===== config.mk =====
export PLATFORM = sky130hd
export DESIGN_NAME = instr_register_alu
export DESIGN_NICKNAME = d
export VERILOG_FILES = /design/src/rtl/instr_register_alu.sv
export SDC_FILE = /design/constraint.sdc
export NUM_CORES = 2
export LEC_CHECK = 0
export CAP_MARGIN = 30
export CORE_UTILIZATION = 30
export CTS_BUF_LIST = sky130_fd_sc_hd__clkbuf_16
export DETAILED_ROUTE_END_ITERATION = 8
export HOLD_SLACK_MARGIN = 0.06
export PLACE_DENSITY_LB_ADDON = 0.15
export SETUP_SLACK_MARGIN = 0.2
export SYNTH_ARGS = -nofsm -noshare
export SYNTH_HDL_FRONTEND = slang
export SYNTH_SLANG_ARGS = --single-unit

===== constraint.sdc =====
create_clock -name clk -period 8.91 [get_ports clk]
set_clock_uncertainty 0.05 [all_clocks]
set_input_delay 1.3365 -clock clk [delete_from_list [all_inputs] [get_ports clk]]
set_output_delay 1.3365 -clock clk [all_outputs]
set_load 0.1 [all_outputs]

===== src/rtl/instr_register_alu.sv =====
// rtl/instr_register_alu.sv - instruction register file with write-time result stage
//
// Purpose:
//   DEPTH-entry register file. Each entry holds an opcode, two signed operands,
//   a valid bit and, when INSTR_REG_RESULT_EN is defined, the arithmetic result
//   and a divide-by-zero flag computed when the entry is written. Reads are
//   registered with one cycle of latency and marked by a single-cycle rd_valid pulse.
//
// Configuration:
//   INSTR_REG_RESULT_EN - when defined, builds the ALU and the result and
//                         div_zero storage. When undefined, rd_result and
//                         rd_div_zero are tied to 0.
//
// Ports:
//   clk            in   rising-edge clock
//   reset          in   synchronous active-high reset
//   load_en        in   write strobe
//   opcode         in   4-bit operation code (instr_register_pkg::opcode_t)
//   operand_a/b    in   OPW-bit signed operands
//   write_pointer  in   AW-bit write address
//   rd_en          in   read request
//   read_pointer   in   AW-bit read address
//   rd_valid       out  one-cycle pulse that marks valid read data
//   rd_hit         out  the entry that was read had been written since reset
//   rd_opcode      out  stored opcode
//   rd_operand_a/b out  stored operands
//   rd_result      out  stored 2*OPW-bit signed result
//   rd_div_zero    out  stored divide-by-zero flag
//   num_valid      out  number of distinct entries written since reset

package instr_register_pkg;
  typedef enum logic [3:0] {
    ZERO  = 4'd0,
    PASSA = 4'd1,
    PASSB = 4'd2,
    ADD   = 4'd3,
    SUB   = 4'd4,
    MULT  = 4'd5,
    DIV   = 4'd6,
    MOD   = 4'd7
  } opcode_t;
endpackage

module instr_register_alu #(
  parameter int DEPTH = 32,
  parameter int OPW   = 32,
  parameter int AW    = $clog2(DEPTH)
) (
  input  logic                  clk,
  input  logic                  reset,
  input  logic                  load_en,
  input  logic [3:0]            opcode,
  input  logic [OPW-1:0]        operand_a,
  input  logic [OPW-1:0]        operand_b,
  input  logic [AW-1:0]         write_pointer,
  input  logic                  rd_en,
  input  logic [AW-1:0]         read_pointer,
  output logic                  rd_valid,
  output logic                  rd_hit,
  output logic [3:0]            rd_opcode,
  output logic [OPW-1:0]        rd_operand_a,
  output logic [OPW-1:0]        rd_operand_b,
  output logic [2*OPW-1:0]      rd_result,
  output logic                  rd_div_zero,
  output logic [AW:0]           num_valid
);

  localparam logic [AW:0] FULL_COUNT = (AW+1)'(DEPTH);
  localparam logic [AW:0] ONE_COUNT  = (AW+1)'(1);

  logic [DEPTH-1:0] entry_valid;
  logic [3:0]       mem_opcode [DEPTH];
  logic [OPW-1:0]   mem_a      [DEPTH];
  logic [OPW-1:0]   mem_b      [DEPTH];

  // Valid bits, opcode and operands. The read below samples these arrays
  // before this edge's write lands. A read and a write to the same address
  // in the same cycle are therefore read-before-write.
  always_ff @(posedge clk) begin
    if (reset) begin
      entry_valid <= '0;
      num_valid   <= '0;
      for (int i = 0; i < DEPTH; i++) begin
        mem_opcode[i] <= '0;
        mem_a[i]      <= '0;
        mem_b[i]      <= '0;
      end
    end else if (load_en) begin
      entry_valid[write_pointer] <= 1'b1;
      mem_opcode[write_pointer]  <= opcode;
      mem_a[write_pointer]       <= operand_a;
      mem_b[write_pointer]       <= operand_b;
      // Count only first writes. The saturation guard is redundant while
      // the valid bits stay consistent. It keeps the counter bounded anyway.
      if (!entry_valid[write_pointer] && num_valid != FULL_COUNT)
        num_valid <= num_valid + ONE_COUNT;
    end
  end

  // Registered read port. Entries that were never written hold zeros from
  // reset, so they read back with all data 0 and no special casing.
  always_ff @(posedge clk) begin
    if (reset) begin
      rd_valid     <= 1'b0;
      rd_hit       <= 1'b0;
      rd_opcode    <= '0;
      rd_operand_a <= '0;
      rd_operand_b <= '0;
    end else begin
      rd_valid <= rd_en;
      if (rd_en) begin
        rd_hit       <= entry_valid[read_pointer];
        rd_opcode    <= mem_opcode[read_pointer];
        rd_operand_a <= mem_a[read_pointer];
        rd_operand_b <= mem_b[read_pointer];
      end
    end
  end

`ifdef INSTR_REG_RESULT_EN
  import instr_register_pkg::*;

  logic signed [2*OPW-1:0] a_ext;
  logic signed [2*OPW-1:0] b_ext;
  logic signed [2*OPW-1:0] alu_result;
  logic                    alu_div_zero;

  logic [2*OPW-1:0] mem_result [DEPTH];
  logic             mem_dz     [DEPTH];

  // The operands are extended to the full result width first. This keeps the
  // product exact. It also means that MIN / -1 fits without overflow.
  assign a_ext = {{OPW{operand_a[OPW-1]}}, operand_a};
  assign b_ext = {{OPW{operand_b[OPW-1]}}, operand_b};

  // Single-cycle ALU. Signed / and % truncate toward zero, so the remainder
  // takes the sign of a.
  always_comb begin
    alu_result   = '0;
    alu_div_zero = 1'b0;
    case (opcode)
      PASSA: alu_result = a_ext;
      PASSB: alu_result = b_ext;
      ADD:   alu_result = a_ext + b_ext;
      SUB:   alu_result = a_ext - b_ext;
      MULT:  alu_result = a_ext * b_ext;
      DIV: begin
        if (b_ext == '0) alu_div_zero = 1'b1;
        else             alu_result   = a_ext / b_ext;
      end
      MOD: begin
        if (b_ext == '0) alu_div_zero = 1'b1;
        else             alu_result   = a_ext % b_ext;
      end
      default: alu_result = '0;
    endcase
  end

  always_ff @(posedge clk) begin
    if (reset) begin
      for (int i = 0; i < DEPTH; i++) begin
        mem_result[i] <= '0;
        mem_dz[i]     <= 1'b0;
      end
    end else if (load_en) begin
      mem_result[write_pointer] <= alu_result;
      mem_dz[write_pointer]     <= alu_div_zero;
    end
  end

  always_ff @(posedge clk) begin
    if (reset) begin
      rd_result   <= '0;
      rd_div_zero <= 1'b0;
    end else if (rd_en) begin
      rd_result   <= mem_result[read_pointer];
      rd_div_zero <= mem_dz[read_pointer];
    end
  end
`else
  assign rd_result   = '0;
  assign rd_div_zero = 1'b0;
`endif

endmodule

==> results_dict.tcl <==
set metrics [dict create \
    dp_hpwl_mm 196 \
    ys.flop_type "edfxtp_1" \
    ant_nets 0 \
    clkPwrFrac_pct 41.1 \
    total_power_mw 25.1 \
    die_w_um 588 \
    intPower_mw 18.9 \
    p_leak_nw 41.0 \
    syn_avg_cell_area_um2 15.6 \
    fin_setup_tns_ps 0 \
    fillers 32400 \
    criticalPathCategory "input pin to register" \
    crit_fanout 51 \
    ys_seq_area_share_pct 65.5 \
    numCtsBuffers 269 \
    clockBufferDepth 4 \
    drc 0 \
    tightest_slew_ps 1100 \
    final_cell_mix "2176 x and2_1, 2176 x edfxtp_1, 555 x mux4_2" \
    ys_ff_latch 2284 \
    rsz0062_at_grt "no" \
    syn_inst 6622 \
    grt_pass1_vias 58900 \
    crit_arrival_ps 4870 \
    p_comb_share_pct 9.2 \
    place_congestion 0.743 \
    p_switching_mw 6.19 \
    path_buf_inv 2 \
    ir_drop_mv 0.125 \
    cts_setup_buffers 0 \
    synthToLayoutAreaGrowth_pct 15.4 \
    clk_pin_slew_ps 60 \
    cp_cell_sequence "clkdlybuf4s50_1 -> or3_1 -> nor2_4 -> buf_4 -> and2_1" \
    path_delay_family "simple AND/OR/NAND/NOR gates" \
    layout_min_cycle_time_ps 4260 \
    cp_slowest_cell "buf_4" \
    syn_area_um2 103000 \
    ys_types 53 \
    maxCapViolCount 0 \
    placed_area_um2 111000 \
    grtUsageTotal_pct 20.1 \
    slew_headroom_pct 27.0 \
    fp.coreArea_um2 341000 \
    pin_count 223 \
    powerDensity_nw_per_um2 211 \
    die-area_um2 346000 \
    setup_ws_ps 4650 \
    first_iter_violations 5730 \
    num_vias 57000 \
    cp.required_ps 9530 \
    start_util_pct 30.2 \
    grt_pass1_wl_mm 489 \
    grt.overflow.total 0 \
    rows 214 \
    status "finished, final reports clean" \
    yosysWarnings 0 \
    endpoint_kind "register" \
    root_buffer "clkbuf_16" \
    hold_viol 0 \
    synth_edf_count 2176 \
    postRouteWirelength_mm 353 \
    setup_viol 0 \
    dr.pass1.iters 5 \
    cts_num_sinks 2284 \
    clock.fmax_mhz 235 \
    drive_gt1_share_pct 18.0 \
    fin_nets 6700 \
    hold_class "register to register" \
    clkLatencyLatePin_ps 840 \
    async_flop_share_pct 0 \
    die_h_um 588 \
    critPathLaunchType "input pin" \
    swShare_pct 24.6 \
    cts-resized-gates 0 \
    p_seq_share_pct 49.7 \
    slew_violations 0 \
    portBuffers 157 \
    viasPerCell 5.01 \
    grt_max_degree 101 \
    htree_levels 5 \
    period_share_pct 47.8 \
    stdcell_area_um2 119000 \
    cts_tree "yes" \
    antenna_found_initial 34 \
    hold_buffers 0 \
    wl_per_cell_um 31.0 \
    dp_worst_setup_slack_ps 3780 \
    cpPeakStageDelay_ps 890 \
]
logic make-up after synthesis:
logic type / count (synthesis) / share of synthesized area (%)
mux: 761 / 14.1
flops: 2284 / 65.5
fa+ha+maj: 2 / 0.0243
other cells: 1 / 0.00364
simple gates: 2470 / 14.6
xor+xnor: 4 / 0.0340
compound gates: 358 / 2.34
buf+inv: 742 / 3.34
registers in the layout (all words and copies together), names as in the netlist, 4 cells and up:
register,cells
mem_a,1024
mem_b,1024
mem_opcode,128
entry_valid,32
rd_operand_a,32
rd_operand_b,32
num_valid,6
rd_opcode,4
layer usage:
layer  vias up  part of all wire, %  track usage [%]
li1      24200                    -                -
met5         -               0.0034                0
met4         2                  2.8             5.59
met2      1822                   49             34.3
met1     30500                   43             27.2
met3       491                  4.9             2.16
through the flow:
stage,utilization (%),std cells,hold slack (ps)
floorplan,-,6686,388
global placement,32.1,10800,405
detailed placement,32.5,10900,406
CTS,34.8,11300,413
global route,34.9,11400,442
finish,34.9,11400,415
path summary, 6_finish.rpt:
check,start,end,slack (ps),cells past startpoint
setup / recovery,write_pointer[4],mem_b[2][3],4650,5
hold / removal,rd_operand_a[30],rd_operand_a[30],410,2
setup reg to reg,mem_opcode[5][1],rd_opcode[1],6610,6
hold reg to reg,rd_operand_a[30],rd_operand_a[30],410,2
power by group through the flow:
| stage | Combinational [mW] | Clock [mW] | Sequential (mW) |
|---|---|---|---|
| floorplan | 1.25 | 0 | 12.9 |
| global placement | 2.27 | 0 | 12.7 |
| detailed placement | 2.35 | 0 | 12.7 |
| CTS | 2.36 | 10.6 | 12.5 |
| global route | 2.43 | 10.9 | 12.5 |
| finish | 2.32 | 10.3 | 12.5 |
layout make-up:
cell class                 instances  area (µm²)  area share, %
antenna                           17        42.5         0.0358
clock inverter                   195        1070          0.897
clock buffer                     278        6960           5.85
sequential                      2284       67500           56.7
tap                             4536        5680           4.77
inverter                           4        17.5         0.0147
multi-input combinational       3660       33000           27.7
timing repair buffer             397        4750           3.99
worst reg2reg max path, delay by kind of cell (launching register included):
family | cells | cell delay (ps)
flops | 1 | 350
compound gates | 3 | 1060
simple gates | 2 | 250
mux | 1 | 450
Yosys cell counts (4+ instances only):
cell / instances / area share (%)
a211oi_1: 122 / 0.89
a21o_1: 32 / 0.23
a21oi_1: 69 / 0.34
a22oi_1: 63 / 0.46
and2_1: 2177 / 13
buf_1: 8 / 0.029
buf_2: 45 / 0.22
buf_4: 104 / 0.76
buf_6: 27 / 0.29
clkbuf_1: 550 / 2.0
clkbuf_2: 4 / 0.019
dfxtp_1: 108 / 2.1
edfxtp_1: 2176 / 63
mux2i_1: 203 / 2.0
mux4_2: 555 / 12
nand2_1: 23 / 0.084
nand3b_1: 5 / 0.036
nor2_1: 104 / 0.38
nor2_2: 4 / 0.024
nor2b_1: 65 / 0.39
nor3_1: 70 / 0.34
o2111ai_1: 6 / 0.051
o21ai_0: 32 / 0.16
o21ai_1: 6 / 0.029
o22ai_1: 18 / 0.11
Note: power is estimated with default switching activity, not from simulation.
